## config.mk

```make
export PLATFORM = sky130hd
export DESIGN_NAME = au_op_sequencer
export DESIGN_NICKNAME = d
export VERILOG_FILES = /design/src/rtl/au_op_sequencer.sv
export SDC_FILE = /design/constraint.sdc
export NUM_CORES = 1
export LEC_CHECK = 0
export BUFFER_PORTS_ARGS = -buffer_cell sky130_fd_sc_hd__buf_2
export CAP_MARGIN = 20
export CORE_MARGIN = 8
export CORE_UTILIZATION = 48
export CTS_BUF_LIST = sky130_fd_sc_hd__clkbuf_16
export DETAILED_ROUTE_END_ITERATION = 7
export PLACE_DENSITY = 0.77
export SKIP_LAST_GASP = 1
export SYNTH_ARGS = -nofsm -noshare
export SYNTH_HDL_FRONTEND = slang
export SYNTH_SLANG_ARGS = --single-unit
```

## constraint.sdc

```tcl
create_clock -name CLK -period 2 [get_ports CLK]
set_input_delay 0.2 -clock CLK [delete_from_list [all_inputs] [get_ports CLK]]
set_output_delay 0.2 -clock CLK [all_outputs]
set_load 0.02 [all_outputs]
```

## src/rtl/au_op_sequencer.sv

```systemverilog
// Command sequencer for the 16-bit arithmetic unit: LDR/ADD/SUB/MUL into per-cycle datapath strobes.
// Optional build macro AU_SEQ_EARLY_TERM_EN adds mul_rem_zero and ends unsigned MUL once no operand bits remain.
module au_op_sequencer #(
    parameter int unsigned MUL_BITS = 8,
    parameter int unsigned BSEL_W   = 3
) (
    input  logic              CLK,
    input  logic              RST,
    input  logic              cmd_valid,
    output logic              cmd_ready,
    input  logic [1:0]        cmd_op,
    input  logic [1:0]        cmd_reg,
    input  logic              cmd_rw,
    input  logic              cmd_signed,
    input  logic              mul_bit,
    input  logic              dp_cout,
    input  logic              dp_sum15,
`ifdef AU_SEQ_EARLY_TERM_EN
    input  logic              mul_rem_zero,
`endif
    output logic              ld_a_lo,
    output logic              ld_a_hi,
    output logic              ld_b_lo,
    output logic              ld_b_hi,
    output logic              clr_b,
    output logic              acc_b,
    output logic              sh_a,
    output logic              neg,
    output logic              src_a,
    output logic [BSEL_W-1:0] bit_sel,
    output logic [1:0]        rd_sel,
    output logic              busy,
    output logic              done,
    output logic              flag_p,
    output logic              flag_n,
    output logic              err
);

    typedef enum logic [2:0] {
        S_IDLE, S_LOAD, S_EXEC, S_CLR, S_ACC, S_SHIFT, S_DONE
    } state_t;

    typedef enum logic [1:0] {
        OP_LDR = 2'b00, OP_ADD = 2'b01, OP_SUB = 2'b10, OP_MUL = 2'b11
    } op_t;

    localparam logic [BSEL_W-1:0] LAST = BSEL_W'(MUL_BITS - 1);

    state_t             r_state, w_next;
    op_t                r_op;
    logic [1:0]         r_reg;
    logic               r_rw;
    logic               r_signed;
    logic               r_mode;
    logic               r_mode_valid;
    logic [BSEL_W-1:0]  r_bit_sel;
    logic [1:0]         r_rd_sel;
    logic               r_flag_p;
    logic               r_flag_n;
    logic               r_err;
    logic               w_accept;
    logic               w_mul_end;

    assign w_accept = cmd_valid && (r_state == S_IDLE);

    // The last iteration both captures flags (in ACC) and leaves for DONE (after SHIFT).
`ifdef AU_SEQ_EARLY_TERM_EN
    assign w_mul_end = (r_bit_sel == LAST) || (!r_signed && mul_rem_zero);
`else
    assign w_mul_end = (r_bit_sel == LAST);
`endif

    always_comb begin
        w_next    = r_state;
        cmd_ready = 1'b0;
        busy      = 1'b1;
        done      = 1'b0;
        ld_a_lo   = 1'b0;
        ld_a_hi   = 1'b0;
        ld_b_lo   = 1'b0;
        ld_b_hi   = 1'b0;
        clr_b     = 1'b0;
        acc_b     = 1'b0;
        sh_a      = 1'b0;
        neg       = 1'b0;
        src_a     = 1'b0;
        case (r_state)
            S_IDLE: begin
                cmd_ready = 1'b1;
                busy      = 1'b0;
                if (w_accept) begin
                    case (op_t'(cmd_op))
                        OP_LDR:  w_next = S_LOAD;
                        OP_MUL:  w_next = S_CLR;
                        default: w_next = S_EXEC;
                    endcase
                end
            end
            S_LOAD: begin
                if (r_rw) begin
                    ld_a_lo = (r_reg == 2'b00);
                    ld_a_hi = (r_reg == 2'b01);
                    ld_b_lo = (r_reg == 2'b10);
                    ld_b_hi = (r_reg == 2'b11);
                end
                w_next = S_DONE;
            end
            S_EXEC: begin
                acc_b  = 1'b1;
                neg    = (r_op == OP_SUB);
                src_a  = r_rw;
                w_next = S_DONE;
            end
            S_CLR: begin
                clr_b  = 1'b1;
                w_next = S_ACC;
            end
            S_ACC: begin
                acc_b  = mul_bit;
                neg    = r_signed && (r_bit_sel == LAST) && mul_bit;
                src_a  = 1'b1;
                w_next = S_SHIFT;
            end
            S_SHIFT: begin
                sh_a   = 1'b1;
                w_next = w_mul_end ? S_DONE : S_ACC;
            end
            S_DONE: begin
                done   = 1'b1;
                w_next = S_IDLE;
            end
            default: w_next = S_IDLE;
        endcase
    end

    always_ff @(posedge CLK) begin
        if (RST) begin
            r_state      <= S_IDLE;
            r_op         <= OP_LDR;
            r_reg        <= '0;
            r_rw         <= 1'b0;
            r_signed     <= 1'b0;
            r_mode       <= 1'b0;
            r_mode_valid <= 1'b0;
            r_bit_sel    <= '0;
            r_rd_sel     <= '0;
            r_flag_p     <= 1'b0;
            r_flag_n     <= 1'b0;
            r_err        <= 1'b0;
        end else begin
            r_state <= w_next;
            if (w_accept) begin
                r_op         <= op_t'(cmd_op);
                r_reg        <= cmd_reg;
                r_rw         <= cmd_rw;
                r_signed     <= cmd_signed;
                r_bit_sel    <= '0;
                r_mode       <= cmd_signed;
                r_mode_valid <= 1'b1;
                if (r_mode_valid && (cmd_signed != r_mode))
                    r_err <= 1'b1;
                if ((op_t'(cmd_op) == OP_LDR) && !cmd_rw)
                    r_rd_sel <= cmd_reg;
            end
            if (r_state == S_EXEC) begin
                r_flag_p <= dp_cout ^ (r_signed & dp_sum15);
                r_flag_n <= dp_sum15 & ((r_op == OP_SUB) | (r_signed & (r_op == OP_ADD)));
            end
            if ((r_state == S_ACC) && w_mul_end) begin
                r_flag_p <= dp_cout ^ (r_signed & dp_sum15);
                r_flag_n <= dp_sum15 & r_signed;
            end
            if (r_state == S_SHIFT)
                r_bit_sel <= w_mul_end ? '0 : r_bit_sel + BSEL_W'(1);
        end
    end

    assign bit_sel = r_bit_sel;
    assign rd_sel  = r_rd_sel;
    assign flag_p  = r_flag_p;
    assign flag_n  = r_flag_n;
    assign err     = r_err;

endmodule

```

* Word level (Yosys, flattened, before mapping)
Cells that the tools add are included. W data, S select, Z words.
Storage, ports and cells: word-level logic and storage cells 74, register bits after elaboration 18, output and inout port bits 20, input bits 12
Operators by class: add/sub/neg operators 1, equal/unequal tests 15, muxes and demuxes 27, bitwise gates (word level) 5, reduce and logical (&&, ||, !) cells 15
Operators with widths (count):
- $mux W1 | 17
- $pmux W3 S5 | 1
- $eq A3 B3 Y1 const B | 4
- $mux W3 | 4
- $eq A2 B2 Y1 const B | 4
- $eq A3 B2 Y1 const B | 2
- $logic_and A1 B1 Y1 | 6
- $pmux W1 S2 | 3
- $eq A2 B1 Y1 const B | 2
- $logic_not A2 Y1 | 2
- $pmux W2 S2 | 1
- $reduce_and A2 Y1 | 2
- $reduce_bool A2 Y1 | 2
- $add A3 B1 Y3 const B | 1
- $and A1 B1 Y1 | 3
- $eq A3 B1 Y1 const B | 1
- $logic_not A3 Y1 | 1
- $mux W2 | 1
- $ne A2 B2 Y1 const B | 1
- $reduce_or A2 Y1 | 1
- $logic_not A1 Y1 | 1
- $ne A1 B1 Y1 | 1
- $or A1 B1 Y1 | 1
- $xor A1 B1 Y1 | 1

* Depth between registers and ports, before layout
word-level depth 6, gate-level depth with buffers 5, mapped depth without buffers 5

* Worst setup path after synthesis
OpenSTA, ideal clock, no wires.
kind register to output, start point reg r_state[1], end point out neg, path buffers 1, stages on the path, launching flop included 4, slack 301 ps, data arrival time 1499 ps, path through dfxtp_1 -> clkbuf_1 -> inv_1 -> o41ai_1
Between the ends: cells in the longest elaborated chain, start to end 2, elaborated cells between the ends (all ways) 3, classes of those cells eq/ne: 2; mux: 1
RTL lines:
- from (decl) | RTL line 49 | state_t r_state, w_next;
- from (signal assigned) | RTL line 151 | r_state <= w_next;
- $eq A3 B3 Y1 or $eq A3 B2 Y1 (tied branches) | RTL line 87 | case (r_state)
- $pmux W1 S2 (*) | RTL line 87
- to (decl) | RTL line 28 | output logic neg,
Mark *: on every way between the ends. The rest lies on a longest branch, timed or not.

* Worst setup path in the final report
start point reg r_bit_sel[0], in the netlist bit_sel[0], end point out neg
Between the ends: cells in the longest elaborated chain, start to end 4
RTL lines:
- from (decl) | RTL line 56 | logic [BSEL_W-1:0] r_bit_sel;
- from (signal assigned) | RTL line 174 | r_bit_sel <= w_mul_end ? '0 : r_bit_sel + BSEL_W'(1);
- $eq A3 B3 Y1 | RTL line 120 | neg = r_signed && (r_bit_sel == LAST) && mul_bit;
- $logic_and A1 B1 Y1 (2 in a row) | RTL line 120
- $pmux W1 S2 | RTL line 87
Every way passes these cells.

==> flow_metrics.env <==
export IMPL_core_area_sq_um=1920
export IMPL_tns_ns=0
export IMPL_synth_top_flop_cell="dfxtp_1"
export IMPL_path_class="reg -> out"
export IMPL_synth_area_per_cell_sq_um=8.14
export IMPL_portBuffers=31
export IMPL_worst_path_buf_inv=1
export IMPL_grt_max_degree=21
export IMPL_numClockSinks=18
export IMPL_power_density_nw_per_um2=945
export IMPL_rows=16
export IMPL_min_path_type="in -> reg"
export IMPL_skew_ns=0.00203
export IMPL_ys_warn_count=0
export IMPL_final_hold_violation_count=0
export IMPL_synth_enable_flop_cells=0
export IMPL_synth_most_common_cell="dfxtp_1"
export IMPL_grt_pass1_vias=865
export IMPL_antenna_cells=0
export IMPL_drive_gt1_share_pct=28.4
export IMPL_dieArea_sq_um=3670
export IMPL_globalRoute_busiestLayer="met2"
export IMPL_area_delta_synth_final_pct=27.9
export IMPL_cts_buffer_depth=2
export IMPL_setup_violations=0
export IMPL_ys_top_cells_by_count="dfxtp_1, nand2_1, a21oi_1"
export IMPL_fmax_mhz=541
export IMPL_relSlewSlack_pct=70.1
export IMPL_yosys_register_bits=18
export IMPL_cp_arrival_ns=1.65
export IMPL_crit_path_max_fanout=4
export IMPL_cts_tree="built"
export IMPL_met3_usage_pct=4.66
export IMPL_critPathLaunchType="flop"
export IMPL_vias=912
export IMPL_drv_cap=0
export IMPL_cpLargestDelayFamily="simple AND/OR/NAND/NOR gates"
export IMPL_place_congestion=0.762
export IMPL_worstPathCellList="ha_1 -> ha_1 -> and4bb_2 -> nand3_1 -> o41ai_1 -> buf_2"
export IMPL_grt_overflow_total=0
export IMPL_cts_htree_levels=1
export IMPL_fp_dieW_um=60.5
export IMPL_ant_nets=0
export IMPL_pre_cts_ws_ns=0.327
export IMPL_synth_top_cell_by_area="dfxtp_1"
export IMPL_place_hpwl_mm=1.71
export IMPL_r2r_setup_slack_ns=0.36
export IMPL_drtIter0Drc=9
export IMPL_synthTopCellsByArea="dfxtp_1, a21oi_1, nand2_1"
export IMPL_cpMaxStageDelayCell="dfxtp_1"
export IMPL_ys_seq_area_share_pct=37.8
export IMPL_peakVddDrop_uv=926
export IMPL_ios=32
export IMPL_leakage_uw=0.000574
export IMPL_initial_core_util_pct=49.5
export IMPL_drtPass1Iterations=4
export IMPL_max_stage_delay_ns=0.36
export IMPL_rsz0062_at_grt="false"
export IMPL_path_clk_slew_ns=0.05
export IMPL_status="finished clean"
export IMPL_antenna_found_initial=0
export IMPL_use_met2_pct=24.5
export IMPL_finalCritPeriodShare_pct=92.4
export IMPL_tightestPinTransition_ns=0.448
export IMPL_crit_top_cell="ha_1"
export IMPL_period_minus_slack_ns=1.85
export IMPL_crit_required_ns=1.80
export IMPL_use_met1_pct=13.1
export IMPL_nNetsFinal=166
export IMPL_viasPerCell=5.21
export IMPL_synth_cells=117
export IMPL_cts_buffers=3
export IMPL_clk_latency_ns=0.25
export IMPL_layout_setup_ws_ns=0.153
export IMPL_grt_pass1_wl_mm=3.63
export IMPL_yosysUniqueCellTypes=35
export IMPL_drc=0
export IMPL_syn_area_sq_um=952
export IMPL_cts_root_buf="clkbuf_16"
export IMPL_routed_wirelength_mm=2.26
export IMPL_grt_usage_pct=13.2
export IMPL_synth_top_area_share_pct=37.8
export IMPL_async_flop_share_pct=0
export IMPL_finalMaxSlewViolations=0
export IMPL_crit_path_end_kind="output pin"
export IMPL_die_y_um=60.5
export IMPL_wl_per_cell_um=12.9
export IMPL_syn_num_nets=133
## metrics by stage
stage / instances / cell area, sq um / hold WS (ns) / util, % / total power [uW]
4_1_cts: 174 / 1200 / 0.207 / 62.6 / 1160
3_3_place_gp: 171 / 1130 / 0.447 / 58.7 / 754
5_1_grt: 175 / 1220 / 0.222 / 63.3 / 1210
6_report: 175 / 1220 / 0.205 / 63.3 / 1150
3_5_place_dp: 171 / 1130 / 0.456 / 58.7 / 764
2_1_floorplan: 117 / 952 / 0.336 / - / 666
## final cells by class
cell class | count | area [sq um]
flip-flops and latches | 18 | 360
clock buffers | 3 | 75.1
well taps | 27 | 33.8
multi-input cells | 85 | 541
fillers | 185 | 704
repair buffers | 34 | 178
inverters | 8 | 30.0
## path summary, 6_finish.rpt
path,to,cells past startpoint,start
max,neg,6,bit_sel[0]
min,r_op[1],3,cmd_op[1]
min reg2reg,r_op[0],2,r_op[0]
max reg2reg,flag_n,5,bit_sel[0]
## metal layers
layer / vias to the layer above / part of all wire [%]
li1: 463 / -
met1: 428 / 39
met2: 17 / 55
met3: 4 / 4.9
met4: 0 / 0.75
met5: - / 0
## worst reg2reg max path, cell delays in order, from the launching register on
cell	delay, ns
dfxtp_1	0.32
ha_1	0.21
ha_1	0.21
and4bb_2	0.27
or2_2	0.31
a311oi_1	0.22
## logic make-up after synthesis
group           after synthesis  synth area share [%]
simple gates                 57                  34.2
compound gates               20                  12.7
flops                        18                  37.8
buf+inv                      14                  6.04
fa+ha+maj                     4                  5.26
xor+xnor                      2                  1.84
mux                           2                  2.10
## power by group
group	switching, uW	total (uW)	leakage (uW)	internal (uW)
combinational	174	297	0.000390	122
clock	128	390	0.0000370	263
sequential	62.6	463	0.000147	400
total	364	1150	0.000574	785
## cell usage in the layout (no fill, tap or decap), drive strengths merged, types with 2 or more instances in the layout
cell and instances:
a21oi 13, buf 34, clkbuf 3, dfxtp 18, ha 4, inv 8
mux2i 2, nand2 17, nand2b 6, nand3 6, nand3b 2, nor2 8
nor2b 2, nor3 2, nor3b 4, or3 2, xor2 2
## timing repair
action	in CTS	in global routing
endpoints found under the hold margin	0	0
hold buffers	0	0
setup buffers	0	1
endpoints found under the setup margin	0	5
gates resized for setup	0	2
(Power assumes the default switching activity.)
